## src/rtl/controller_ram_pkg.sv

```systemverilog
// Shared types and helpers for the controller data RAM and its port-B arbiter.
// The RAM itself is fixed at 256 x 32 with byte enables.
package controller_ram_pkg;

  localparam int unsigned RAM_ADDR_W = 8;
  localparam int unsigned RAM_DATA_W = 32;
  localparam int unsigned RAM_BE_W   = RAM_DATA_W / 8;

  typedef struct packed {
    logic                  read;
    logic                  write;
    logic                  lock;
    logic [RAM_ADDR_W-1:0] address;
    logic [RAM_BE_W-1:0]   byteenable;
    logic [RAM_DATA_W-1:0] writedata;
  } ram_req_t;

  // Index of the set bit in a one-hot vector of up to eight entries.
  function automatic int unsigned onehot2bin(input logic [7:0] oh);
    int unsigned b;
    b = 0;
    for (int i = 0; i < 8; i++) begin
      if (oh[i]) b = b | unsigned'(i);
    end
    return b;
  endfunction

endpackage

```

## src/rtl/controller_data_ram_arbiter_rr_pick.sv

```systemverilog
// Rotating priority encoder: lowest set request at or above ptr, wrapping modulo NUM_REQ.
// Purely combinational; returns the winner both one-hot and as an index.
module rr_pick
  import controller_ram_pkg::*;
#(
  parameter int unsigned NUM_REQ = 3,
  localparam int unsigned IDX_W  = $clog2(NUM_REQ)
) (
  input  logic [NUM_REQ-1:0] req,
  input  logic [IDX_W-1:0]   ptr,
  output logic               vld,
  output logic [NUM_REQ-1:0] grant,
  output logic [IDX_W-1:0]   idx
);

  logic [NUM_REQ-1:0] rot;
  logic [NUM_REQ-1:0] rot_oh;

  always_comb begin
    // Rotate so that ptr lands on bit 0, take the lowest set bit, rotate back.
    rot    = NUM_REQ'({req, req} >> ptr);
    rot_oh = rot & (~rot + NUM_REQ'(1));
    grant  = NUM_REQ'(({rot_oh, rot_oh} << ptr) >> NUM_REQ);
    vld    = |req;
    idx    = IDX_W'(onehot2bin(8'(grant)));
  end

endmodule

```

## src/rtl/controller_data_ram_arbiter.sv

```systemverilog
// Round-robin arbiter sharing controller data RAM port B among NUM_REQ Avalon-MM requesters,
// with per-owner lock for atomic RMW, a global freeze and a fixed 1-cycle read return.
module controller_data_ram_arbiter
  import controller_ram_pkg::*;
#(
  parameter int unsigned NUM_REQ = 3,
  parameter int unsigned ADDR_W  = RAM_ADDR_W,
  parameter int unsigned DATA_W  = RAM_DATA_W
) (
  input  logic                       clk,
  input  logic                       reset_n,
  input  logic                       freeze,
  input  logic [NUM_REQ-1:0]         req_read,
  input  logic [NUM_REQ-1:0]         req_write,
  input  logic [NUM_REQ-1:0]         req_lock,
  input  logic [NUM_REQ*ADDR_W-1:0]  req_address,
  input  logic [NUM_REQ*DATA_W/8-1:0] req_byteenable,
  input  logic [NUM_REQ*DATA_W-1:0]  req_writedata,
  output logic [NUM_REQ-1:0]         req_waitrequest,
  output logic [DATA_W-1:0]          req_readdata,
  output logic [NUM_REQ-1:0]         req_readdatavalid,
  output logic [ADDR_W-1:0]          address2,
  output logic [DATA_W/8-1:0]        byteenable2,
  output logic                       chipselect2,
  output logic                       write2,
  output logic [DATA_W-1:0]          writedata2,
  output logic                       clken2,
  input  logic [DATA_W-1:0]          readdata2
);

  localparam int unsigned BE_W  = DATA_W / 8;
  localparam int unsigned IDX_W = $clog2(NUM_REQ);

  logic [IDX_W-1:0]   ptr_q, ptr_d;
  logic               lock_vld_q, lock_vld_d;
  logic [IDX_W-1:0]   lock_owner_q, lock_owner_d;
  logic [NUM_REQ-1:0] rvalid_q, rvalid_d;
  logic [ADDR_W-1:0]  addr_q, addr_d;
  logic [DATA_W-1:0]  rdata_q, rdata_d;

  logic [NUM_REQ-1:0] active;
  logic [NUM_REQ-1:0] eligible;
  logic               pick_vld;
  logic [NUM_REQ-1:0] pick_grant;
  logic [IDX_W-1:0]   pick_idx;
  logic               run;
  logic               gnt_vld;
  ram_req_t           sel;

  always_comb begin
    active = req_read | req_write;
    // A held lock hides everyone but the owner, even when the owner is idle.
    if (lock_vld_q) eligible = active & (NUM_REQ'(1) << lock_owner_q);
    else            eligible = active;
  end

  rr_pick #(
    .NUM_REQ (NUM_REQ)
  ) u_rr_pick (
    .req   (eligible),
    .ptr   (ptr_q),
    .vld   (pick_vld),
    .grant (pick_grant),
    .idx   (pick_idx)
  );

  always_comb begin
    run     = reset_n & ~freeze;
    gnt_vld = run & pick_vld;

    sel.read       = req_read[pick_idx];
    sel.write      = req_write[pick_idx];
    sel.lock       = req_lock[pick_idx];
    sel.address    = req_address[pick_idx*ADDR_W +: ADDR_W];
    sel.byteenable = req_byteenable[pick_idx*BE_W +: BE_W];
    sel.writedata  = req_writedata[pick_idx*DATA_W +: DATA_W];
  end

  always_comb begin
    req_waitrequest   = ~(pick_grant & {NUM_REQ{gnt_vld}});
    chipselect2       = gnt_vld;
    write2            = gnt_vld & sel.write;
    clken2            = run;
    address2          = gnt_vld ? sel.address : addr_q;
    byteenable2       = sel.byteenable;
    writedata2        = sel.writedata;
    // Reset kills a return that was scheduled by the last accepted read.
    req_readdatavalid = rvalid_q & {NUM_REQ{reset_n}};
    req_readdata      = (|rvalid_q) ? readdata2 : rdata_q;
  end

  always_comb begin
    ptr_d        = ptr_q;
    lock_vld_d   = lock_vld_q;
    lock_owner_d = lock_owner_q;
    rvalid_d     = '0;
    addr_d       = addr_q;
    rdata_d      = (|rvalid_q) ? readdata2 : rdata_q;

    if (gnt_vld) begin
      addr_d     = sel.address;
      lock_vld_d = sel.lock;
      if (sel.lock) begin
        lock_owner_d = pick_idx;
      end else if (pick_idx == IDX_W'(NUM_REQ - 1)) begin
        ptr_d = '0;
      end else begin
        ptr_d = pick_idx + IDX_W'(1);
      end
      // Read together with write is a write; no data comes back.
      if (sel.read && !sel.write) rvalid_d = pick_grant;
    end
  end

  always_ff @(posedge clk) begin
    if (!reset_n) begin
      ptr_q        <= '0;
      lock_vld_q   <= 1'b0;
      lock_owner_q <= '0;
      rvalid_q     <= '0;
    end else begin
      ptr_q        <= ptr_d;
      lock_vld_q   <= lock_vld_d;
      lock_owner_q <= lock_owner_d;
      rvalid_q     <= rvalid_d;
    end
  end

  always_ff @(posedge clk) begin
    addr_q  <= addr_d;
    rdata_q <= rdata_d;
  end

endmodule

```

## config.mk

```make
export PLATFORM = sky130hd
export DESIGN_NAME = controller_data_ram_arbiter
export DESIGN_NICKNAME = d
export VERILOG_FILES = /design/src/rtl/controller_ram_pkg.sv /design/src/rtl/controller_data_ram_arbiter_rr_pick.sv /design/src/rtl/controller_data_ram_arbiter.sv
export SDC_FILE = /design/constraint.sdc
export NUM_CORES = 1
export LEC_CHECK = 0
export BUFFER_PORTS_ARGS = -buffer_cell sky130_fd_sc_hd__clkbuf_2
export CAP_MARGIN = 20
export CELL_PAD_IN_SITES_DETAIL_PLACEMENT = 1
export CELL_PAD_IN_SITES_GLOBAL_PLACEMENT = 1
export CORE_MARGIN = 10
export CORE_UTILIZATION = 28
export CTS_CLUSTER_DIAMETER = 150
export CTS_CLUSTER_SIZE = 16
export DETAILED_ROUTE_END_ITERATION = 8
export HOLD_SLACK_MARGIN = 0.05
export PLACE_DENSITY_LB_ADDON = 0.1
export SYNTH_ARGS = -nofsm -noshare
export SYNTH_HDL_FRONTEND = slang
export SYNTH_HIERARCHICAL = 1
export SYNTH_SLANG_ARGS = --single-unit
```

## constraint.sdc

```tcl
create_clock -name clk -period 6 [get_ports clk]
set_input_delay 1.2 -clock clk [delete_from_list [all_inputs] [get_ports clk]]
set_output_delay 1.2 -clock clk [all_outputs]
set_load 0.02 [all_outputs]
```

==> results summary, run 1 <==
The run finished with clean final reports. Yosys attributes the largest share of cell area to sky130_fd_sc_hd__dfxtp_1, sky130_fd_sc_hd__mux2i_1, sky130_fd_sc_hd__mux2_1. The number of antenna violations at the first check in global routing came out at 0.

The total of max-cap violations is 0. The total internal power came out at 953 uW. The total power density per cell area is 391 nW/um^2. The switching part of the total came out at 43.0%. Along the worst path, the maximum fanout reaches 51. The leakage component of the power came out at 2.17 nW. In this run the power spent charging and discharging nets is 719 uW. The number of hold buffers added after cts is 0. The first-pass GRT wire length came out at 18.1 mm.

The number of enable-type register cells in the synthesized netlist came out at 0. The number of ports placed on the die boundary is 261. The count of distinct cell types in the synthesized netlist is 37. The post-layout net count is 736. The clock latency at the later pin of the worst-skew pair is 290 ps. The synthesized design spends more area on one cell type than any other, namely sky130_fd_sc_hd__dfxtp_1. The final number of hold-violating endpoints came out at 0. The mean instance size in the synthesized netlist is 8.66 um^2. The remaining max-slew budget at the tightest pin came out at 41.6%. The number of buffers created by CTS is 5.

The worst hold slack after final layout is 456 ps. The proportion of synthesized chip area in sequential cells is 31.8%. The post-detailed-routing wire length came out at 12.2 mm.

The data arrival time at the worst-slack endpoint is 3490 ps. For the final database, setup skew stands at 9.21 ps. The internal reg-to-reg setup slack is 3160 ps. The share of total power dissipated in the clock network is 16.1%. The tightest min-delay check is of the reg -> reg type. The routed length per placed instance came out at 17.6 um.

STA classifies the critical path endpoint as an output port. The cell sitting at the root of the clock tree is a sky130_fd_sc_hd__clkbuf_8. The post-DP HPWL is 10.4 mm. Setup repair after global routing left no endpoint under its margin. Of the total power, combinational logic draws 54.6%.

Entering global routing, the biggest net connects 52 pins. Synthesis produced a netlist whose cell count is 349. The final estimated routing congestion in global placement is 0.799. The relative contribution of sequential cells to total power came out at 29.3%. The die covers 15300 um^2. The via density per instance is 4.57. The highest ir drop seen on vdd came out at 0.000150 V. The number of global-route vias before repair is 3462. For the pin with the worst max-slew slack, the measured transition is 873 ps. The initial core utilization is 29.0%. Global routing used 14.7% of the available tracks. The synthesis-stage register bit count is 48. The vertical die dimension is 124 um. In the synthesized netlist the async set-or-reset flop fraction comes to 0%. The total setup violations reported at the end of the flow is 0. Measured along the x axis, the die boundary spans 124 um. The final critical-path share of the clock period is 78.2%. During placement, the flow inserted port buffers numbering 260. The worst path needs 4690 ps of the cycle, external delays included. The synthesized cell area came out at 3020 um^2. The count of inserted antenna diode cells came out at 0. The clock net sink count is 48. The first-pass detailed-route iteration total came out at 4.

The H-tree depth is 2. The share of cells above drive strength 1 is 50.2%. The aggregate global routing overflow is 0. After the first detailed-routing iteration, the DRC count stood at 77. The number of core rows is 37.

The number of nets produced by synthesis came out at 525. The Yosys step of the flow raised 6 warnings. The total vias in the final route is 3181. The detailed-route DRC error count came out at 0. The total count of max-transition violations in the final report came out at 0. The critical path in this run is classified as in -> out.

The data required time at the worst endpoint came out at 4800 ps. The post-cts repair resize count came out at 0. The final setup TNS is 0 ps. The total area inside the core boundary comes to 10400 um^2. The share of the core filled with cells in the final layout came out at 41.1%. The detail route stage leaves a number of antenna-violating nets equal to 0. The setup fix buffers added after clock tree synthesis is 0. The area share of the largest cell type after synthesis is 31.8%. The final design instance area without fill came out at 4280 um^2. Clock-pin slew was measured on the worst setup and hold paths at 80 ps. The worst-case clock buffer depth came out at 2. The post-detailed-placement cell area came out at 4130 um^2. The maximum clock frequency is 213 MHz. The main flop type after synthesis is sky130_fd_sc_hd__dfxtp_1. Relative to the synthesized area, the layout overhead comes to 41.6%.

STA classifies the critical path startpoint as an input pin. The CTS tree is yes.
==> layout by cell type (no fill, tap or decap), types with 2 or more instances in the layout <==
cell type and count:
sky130_fd_sc_hd__bufinv_16 2, sky130_fd_sc_hd__mux2i_1 45, sky130_fd_sc_hd__mux2_1 33, sky130_fd_sc_hd__nor2_1 12
sky130_fd_sc_hd__nand4_1 2, sky130_fd_sc_hd__and2_1 3, sky130_fd_sc_hd__nand2b_1 4, sky130_fd_sc_hd__clkbuf_2 260
sky130_fd_sc_hd__and2b_1 3, sky130_fd_sc_hd__dfxtp_1 48, sky130_fd_sc_hd__nor4_1 2, sky130_fd_sc_hd__inv_1 3
sky130_fd_sc_hd__a21oi_1 11, sky130_fd_sc_hd__nand2_1 55, sky130_fd_sc_hd__a31oi_1 2, sky130_fd_sc_hd__buf_4 3
sky130_fd_sc_hd__clkbuf_8 5, sky130_fd_sc_hd__o21ai_1 46
==> routing by layer <==
| metal | global-route usage, % | part of all wire, % | vias up | wire length (um) |
|---|---|---|---|---|
| li1 | - | - | 1577 | - |
| met4 | 2.77 | 1.2 | 0 | 151 |
| met3 | 7.01 | 12 | 11 | 1440 |
| met2 | 26.6 | 51 | 140 | 6200 |
| met1 | 15.3 | 36 | 1453 | 4460 |
| met5 | 0 | 0 | - | 0 |
==> final cells by class <==
class	count	area, um^2
tap	136	170
clock inverter	2	60.1
fill	1365	6140
sequential	48	961
multi-input combinational	236	1660
inverter	5	18.8
timing repair buffer	264	1340
clock buffer	5	68.8
==> power by group through the flow <==
| stage | registers, mW | clock network, mW | logic [mW] |
|---|---|---|---|
| 6_report | 0.490 | 0.269 | 0.914 |
| 5_1_grt | 0.503 | 0.294 | 0.997 |
| 4_1_cts | 0.491 | 0.279 | 0.931 |
| 3_5_place_dp | 0.499 | 0 | 0.930 |
| 3_3_place_gp | 0.489 | 0 | 0.911 |
| 2_1_floorplan | 0.484 | 0 | 0.691 |
==> synthesized netlist by cell type, types with 3 or more instances <==
cell type / n
sky130_fd_sc_hd__and2b_1: 3
sky130_fd_sc_hd__a21oi_1: 11
sky130_fd_sc_hd__nor2_1: 12
sky130_fd_sc_hd__nand2b_1: 4
sky130_fd_sc_hd__mux2i_1: 45
sky130_fd_sc_hd__nand2_1: 55
sky130_fd_sc_hd__buf_4: 45
sky130_fd_sc_hd__o21ai_1: 46
sky130_fd_sc_hd__buf_2: 7
sky130_fd_sc_hd__inv_1: 3
sky130_fd_sc_hd__and2_1: 3
sky130_fd_sc_hd__clkbuf_1: 6
sky130_fd_sc_hd__mux2_1: 33
sky130_fd_sc_hd__dfxtp_1: 48
==> registers in the layout, summed over array words and instances, names as in the netlist <==
name          count
rdata_q          32
addr_q            8
rvalid_q          3
lock_owner_q      2
ptr_q             2
lock_vld_q        1
==> through the flow <==
step	setup WS, ps	instances	power, mW
finish	1310	696	1.67
detailed placement	1270	688	1.43
CTS	1280	695	1.70
global route	1050	696	1.79
floorplan	1950	349	1.17
global placement	1360	688	1.40
==> worst max-delay path, stage by stage <==
cell and delay (ps):
sky130_fd_sc_hd__clkbuf_2 100, sky130_fd_sc_hd__nor2_1 40, sky130_fd_sc_hd__a21oi_1 220, sky130_fd_sc_hd__inv_1 130, sky130_fd_sc_hd__a221oi_4 270, sky130_fd_sc_hd__buf_4 730
sky130_fd_sc_hd__mux2i_1 260, sky130_fd_sc_hd__nor2_1 60, sky130_fd_sc_hd__a21oi_1 140, sky130_fd_sc_hd__o21ai_1 100, sky130_fd_sc_hd__clkbuf_2 210
==> logic make-up (layout without fill, tap and decap cells) <==
kind of cell / Yosys count / after routing / share of synthesized area [%]
simple gates: 88 / 88 / 13.0
compound gates: 67 / 67 / 12.3
xor+xnor: 1 / 1 / 0.290
flops: 48 / 48 / 31.8
mux: 80 / 80 / 28.1
buf+inv: 65 / 276 / 14.5
==> final timing paths <==
path,start,to,cells after the start
min reg2reg,addr_q[0]$_DFF_P_,addr_q[0]$_DFF_P_,2
min,addr_q[0]$_DFF_P_,addr_q[0]$_DFF_P_,2
max reg2reg,lock_owner_q[1]$_SDFFE_PN0P_,rvalid_q[0]$_SDFF_PN0_,9
max,req_write[1],address2[7],11
Note: power is estimated with default switching activity, not from simulation.
==> inputs of run 2 (changes only) <==
- ABC_AREA: default -> 1
- CORE_UTILIZATION: 28 -> 29
- clock period: 6 -> 4.6 ns (I/O delays scaled with it)
==> results summary, run 2 <==
For this run, the number of Yosys warnings is 6. Across the run, the number of max-cap violations was 0. The post-detailed-routing wire length is 15.1 mm. The H-tree depth came out at 2. The number of clock buffers added by TritonCTS is 5.

When the netlist entered floorplanning its net count stood at 630. The full die area is 18000 um^2. The worst slack at placement is 363 ps. The post-layout net count is 846. The first-pass detailed-route iteration total is 4.

The clock net sink count came out at 48. Setup repair after global routing left no endpoint under its margin. The number of antenna violations at the first check in global routing was 1. The floorplan has 41 rows. The post-detailed-placement cell area came out at 4880 um^2.

The register with the most flip-flops in the final layout is rdata_q. The number of ports placed on the die boundary came out at 261. The clock latency at the later pin of the worst-skew pair is 280 ps. The data required time at the worst endpoint is 3680 ps. The first-pass GRT wire length is 23.1 mm. The initial core utilization is 29.8%.

The final setup TNS is 0 ps. The total setup violations reported at the end of the flow came out at 0. The worst path meets setup with 404 ps of slack. The overall global routing resource usage came out at 15.9%. The overall power consumption is 2.98 mW.

STA classifies the critical path startpoint as an input pin. The total count of max-transition violations in the final report came out at 0. The time the worst path needs with I/O delays and setup is 4200 ps. The leakage component of the power is 3.04 nW. Leaving out fill and tap cells, the most frequent cell in the layout is sky130_fd_sc_hd__clkbuf_2.

Counting instances in the post-synthesis netlist gives the leading cell types as sky130_fd_sc_hd__nand2_1, sky130_fd_sc_hd__dfxtp_1, sky130_fd_sc_hd__buf_4, sky130_fd_sc_hd__nand3_2, sky130_fd_sc_hd__nand2_4. The vertical die dimension came out at 134 um. The share of cells above drive strength 1 is 58.7%.

The type of the most critical hold path is reg -> reg. The flow ran to the end, and the final reports show no timing, DRC or antenna violations. In this run the cell area of the synthesized design comes to 3790 um^2. The fraction of synthesis flops using an asynchronous set or reset pin came out at 0%.

The depth of the worst hold-timing path came out at 2. The core region is 12700 um^2. The post-synthesis cell type with the largest combined area is sky130_fd_sc_hd__dfxtp_1. The path depth of the worst reg2reg path is 18. The pin count of the biggest net entering global routing came out at 33. The total power density per cell area came out at 591 nW/um^2. Yosys attributes the largest share of cell area to sky130_fd_sc_hd__dfxtp_1, sky130_fd_sc_hd__nand2_1, sky130_fd_sc_hd__mux2_4. The number of hold buffers added after cts is 0. The pin slew with the least headroom to its limit came out at 1050 ps. The number of global-route vias before repair was 4117. The worst setup path is of the in -> out kind. The finished cells cover 5050 um^2. The flip-flop count of the largest register after layout is 32. The detailed router placed 3684 vias in this run.

Hold is met by 471 ps. The setup fix buffers added after clock tree synthesis came out at 0. The average instance in the mapped netlist occupies 8.34 um^2. The proportion of synthesized chip area in sequential cells is 25.4%. After detailed routing, the number of remaining DRC violations is 0. In this run, synthesis produced a sequential element count of 48.

The tree is rooted in a sky130_fd_sc_hd__clkbuf_16. The remaining max-slew budget at the tightest pin is 30.0%. The routed length per placed instance came out at 17.9 um.

After clock tree synthesis, the clock-pin slew on the worst setup and hold paths is 60 ps. Synthesis produced 454 cells. The total overflow left after global routing is 0.

By instance count, the leading cell after synthesis is sky130_fd_sc_hd__nand2_1. The number of DRC markers in iteration 0 came out at 95. The maximum clock frequency came out at 238 MHz. The data arrival time at the worst-slack endpoint came out at 3280 ps. The final number of hold-violating endpoints is 0. The total of buffers placed on input and output ports is 260. Compared with the post-synthesis result, the final layout area differs by 33.4%.

In this run, distinct cell masters in the synthesized netlist total 29. The post-DP HPWL came out at 13.1 mm. The floorplan die width came out at 134 um.

The CTS tree is yes. The area share of the largest cell type after synthesis is 25.4%. The highest ir drop seen on vdd came out at 0.000383 V. The post-route antenna net violation count is 0. The synthesized design contains 0 enable-type register cells. The worst path uses 91.2% of the clock period. The most used flip-flop cell after synthesis is sky130_fd_sc_hd__dfxtp_1.

The largest registers in the layout are rdata_q: 32 flops, addr_q: 8 flops, rvalid_q: 3 flops. The worst clock skew on the final layout is 2.65 ps. In this run, post-CTS repair resized a total of 0 instances. The final estimated routing congestion in global placement came out at 0.841.

STA classifies the critical path endpoint as an output port. The via density per instance is 4.36. The worst-case clock buffer depth came out at 2. The highest fanout seen on the critical path came out at 26.

Leaving out fill and tap cells, the most frequent cells in the layout are sky130_fd_sc_hd__clkbuf_2, sky130_fd_sc_hd__nand2_1, sky130_fd_sc_hd__dfxtp_1, sky130_fd_sc_hd__nand3_2, sky130_fd_sc_hd__nand2_4.
## run 2: cell families (layout without fill, tap and decap cells)
group | after synthesis | count (layout) | synth area share (%)
AOI/OAI and AO/OA | 23 | 23 | 4.39
buffers and inverters | 92 | 309 | 17.3
DFF | 48 | 48 | 25.4
muxes | 32 | 32 | 12.5
other | 0 | 1 | 0
and+or+nand+nor | 259 | 259 | 40.4
## run 2: cell type report
type	count	area, um^2
inverter	32	138
antenna	1	2.50
fill	1656	7670
multi-input combinational	314	2170
sequential	48	961
timing repair buffer	269	1390
clock inverter	3	47.5
tap	172	215
clock buffer	5	125
## run 2: worst paths after layout
| kind | startpoint | end | slack [ps] |
|---|---|---|---|
| min reg2reg | addr_q[1]$_DFF_P_ | addr_q[1]$_DFF_P_ | 470 |
| max reg2reg | lock_owner_q[0]$_SDFFE_PN0P_ | rvalid_q[2]$_SDFF_PN0_ | 1920 |
| min | addr_q[1]$_DFF_P_ | addr_q[1]$_DFF_P_ | 470 |
| max | req_read[1] | writedata2[18] | 400 |
## run 2: worst max-delay path, cell delays in order
cell                       delay, ps
sky130_fd_sc_hd__clkbuf_2         90
sky130_fd_sc_hd__nor2_1           50
sky130_fd_sc_hd__a21oi_1         310
sky130_fd_sc_hd__nand2_2         130
sky130_fd_sc_hd__nand3_2         110
sky130_fd_sc_hd__nand3_1          90
sky130_fd_sc_hd__nand2_1          90
sky130_fd_sc_hd__inv_1            50
sky130_fd_sc_hd__nand3_1          60
sky130_fd_sc_hd__nand2_1         160
sky130_fd_sc_hd__buf_4           240
sky130_fd_sc_hd__nor2_8          260
sky130_fd_sc_hd__buf_4           340
sky130_fd_sc_hd__nand2_1         120
sky130_fd_sc_hd__nand3_2          90
sky130_fd_sc_hd__clkbuf_2        170
## run 2: routing by layer
layer  wire [um]  GRT usage (%)
met2        7960           30.3
met4         177           3.20
met5           0              0
met1        5880           16.8
met3        1100           4.71
## run 2: report_power, final
group / switching (mW) / internal [mW] / leakage (nW)
Sequential: 0.0599 / 0.597 / 0.402
Combinational: 1.18 / 0.734 / 2.55
Clock: 0.160 / 0.258 / 0.0840
## run 2: metrics by stage
stage | instances | utilization, %
floorplan | 454 | -
global placement | 835 | 38.3
detailed placement | 835 | 38.3
CTS | 843 | 39.7
global route | 844 | 39.7
finish | 844 | 39.7
==> inputs of run 3 (changes only) <==
- CORE_ASPECT_RATIO: default -> 1.25
==> results summary, run 3 (synthesis results as in run 2) <==
The run finished with clean final reports. The core area came out at 12700 um^2. The worst setup path is launched from an input pin.

The data arrival time at the worst-slack endpoint is 3290 ps. The path with the worst hold slack has its endpoint at rdata_q[28]$_DFF_P_. The endpoint identified for the worst register-to-register timing path is rvalid_q[1]$_SDFF_PN0_. 261 I/O pins were placed.

The routed length per placed instance is 18.6 um. During placement, the flow inserted port buffers numbering 260. In the finished design, the share of the clock period the worst path needs comes to 91.5%. The endpoint class of the critical path is an output port. Post-CTS repair changed the size of 0 cells.

The count of inserted antenna diode cells is 0. The final number of hold-violating endpoints is 0. The net count of the finished layout is 848. The CTS clock-pin slew for the worst setup and hold paths is 70 ps.

Final hold analysis gives a worst-case slack of 476 ps. The cell with the most instances on the worst path is sky130_fd_sc_hd__nand2_1. The first-pass GRT wire length came out at 24.1 mm. The floorplan step set the die width to 122 um.

After detailed routing, the number of vias per cell comes to 4.51. The overall global routing resource usage is 16.7%. VDD sags by at most 0.000310 V. The aggregate global routing overflow is 0. The number of core rows came out at 46.

Buffers inserted to repair hold after CTS numbered 0. Traced cell by cell, the critical path runs through clkbuf_2 -> nor2_1 -> a21oi_1 -> inv_1 -> nand2_1 -> nand3_1 -> nand2_1 -> nand2_1 -> nand2_1 -> nand3_1 -> nand2_1 -> buf_4 -> nand2_8 -> inv_6 -> buf_4 -> nand2_4 -> nand3_2 -> clkbuf_2. The post-detailed-routing wire length came out at 15.6 mm. The total count of max-transition violations in the final report is 0.

The time the worst path needs with I/O delays and setup is 4210 ps. The delay of the slowest critical-path stage is 330 ps. The number of buffers created by CTS came out at 5. The final estimated routing congestion in global placement is 0.852. rdata_q holds more flip-flops than any other register.

The synthesis-to-finish area growth came out at 33.4%. The design draws 3.03 mW. In the layout the commonest cells are sky130_fd_sc_hd__clkbuf_2, sky130_fd_sc_hd__nand2_1, sky130_fd_sc_hd__dfxtp_1, sky130_fd_sc_hd__nand3_2, sky130_fd_sc_hd__nand2_4. The cell class contributing the biggest share of worst-path delay is buffers and inverters. The data required time at the worst endpoint is 3680 ps.

The number of antenna violations at the first check in global routing was 0. The clock passes through at most 2 buffers. The depth of the worst hold-timing path is 1. Setup violations remaining at the end of the flow were counted as 0. Setup repair after global routing left no endpoint under its margin. The vertical die dimension is 148 um. The number of global-route vias before repair is 4246. The worst path meets setup with 390 ps of slack. TritonCTS built the clock tree. The clock latency at the later pin of the worst-skew pair came out at 290 ps. Entering global routing, the biggest net connects 33 pins. The total of max-cap violations came out at 0. The worst slack at placement is 356 ps. CTS saw 48 sinks. The worst setup path is of the in -> out kind. The post-DP HPWL is 13.3 mm. The first detailed-routing pass took 4 iterations. Counting cells, the worst reg-to-reg path comes to 18. The maximum clock frequency came out at 238 MHz.

The H-tree depth came out at 2. The pin slew with the least headroom to its limit is 1050 ps. The register with the most flip-flops in the layout has 32 of them. The total vias in the final route is 3795.

The startpoint of the tightest hold check path is rdata_q[28]$_DFF_P_. The tightest min-delay check is of the reg -> reg type. Dividing total power by cell area gives a power density of 600 nW/um^2. Counting both buffers and inverters, the worst setup path holds a total of 6. The final setup TNS is 0 ps. The highest fanout seen on the critical path came out at 15.

In this run the static leakage power is 3.05 nW. Across all register-to-register paths, the minimum setup slack is 1740 ps. In the final layout, the registers with the most flip-flops are rdata_q: 32 flops, addr_q: 8 flops, rvalid_q: 3 flops. Across the routed clock network, the largest skew measured is 4.78 ps. The setup fix buffers added after clock tree synthesis is 0. The buffer type at the clock tree root is sky130_fd_sc_hd__clkbuf_16. The initial core utilization came out at 29.8%. The floorplan step defined a die boundary enclosing 18100 um^2. The library cell used most frequently in the layout, excluding fill and tap cells, is sky130_fd_sc_hd__clkbuf_2.

The remaining max-slew budget at the tightest pin came out at 30.0%. The detailed-route DRC error count came out at 0. In this run the critical register-to-register path is launched from lock_owner_q[0]$_SDFFE_PN0P_. The post-route antenna net violation count is 0. The number of DRC markers in iteration 0 came out at 132. Among all stages on the critical path, the largest delay is contributed by sky130_fd_sc_hd__a21oi_1. The share of cells above drive strength 1 came out at 58.8%.
[run 3: cell type report]
class | count | area, um^2
multi-input combinational | 314 | 2170
inverter | 32 | 138
sequential | 48 | 961
tap | 168 | 210
fill | 1649 | 7670
clock inverter | 2 | 38.8
timing repair buffer | 271 | 1400
clock buffer | 6 | 139
[run 3: per-layer routing]
layer / share of wire [%] / wire length [um] / GRT usage, % / vias up
li1: - / - / - / 1841
met1: 37 / 5720 / 17.0 / 1776
met2: 52 / 8200 / 31.6 / 164
met3: 9.5 / 1480 / 5.53 / 14
met4: 1.5 / 237 / 4.07 / 0
met5: 0 / 0 / 0 / -
[run 3: where the power goes]
part           switching [mW]  total [mW]  internal (mW)  leakage, nW
Sequential             0.0630       0.660          0.597        0.402
Combinational            1.19        1.93          0.741         2.56
Clock                   0.166       0.438          0.273       0.0871
[run 3: per-stage QoR]
step,instance area (um^2),std cells,util [%]
after detailed placement,4880,833,38.3
after global placement,4880,833,38.3
after global routing,5050,841,39.7
final,5050,841,39.7
after CTS,5050,841,39.7
after floorplan,3790,454,-
[run 3: how the worst max path moves through the flow]
| stage | startpoint | to | slack (ps) | depth (start not counted) |
|---|---|---|---|---|
| floorplan | req_read[1] | address2[4] | 900 | 15 |
| global placement | req_write[2] | byteenable2[2] | 420 | 17 |
| detailed placement | req_read[1] | address2[7] | 360 | 15 |
| CTS | req_write[1] | address2[7] | 360 | 15 |
| global route | req_read[0] | address2[7] | 50 | 15 |
| finish | req_write[2] | byteenable2[2] | 390 | 18 |
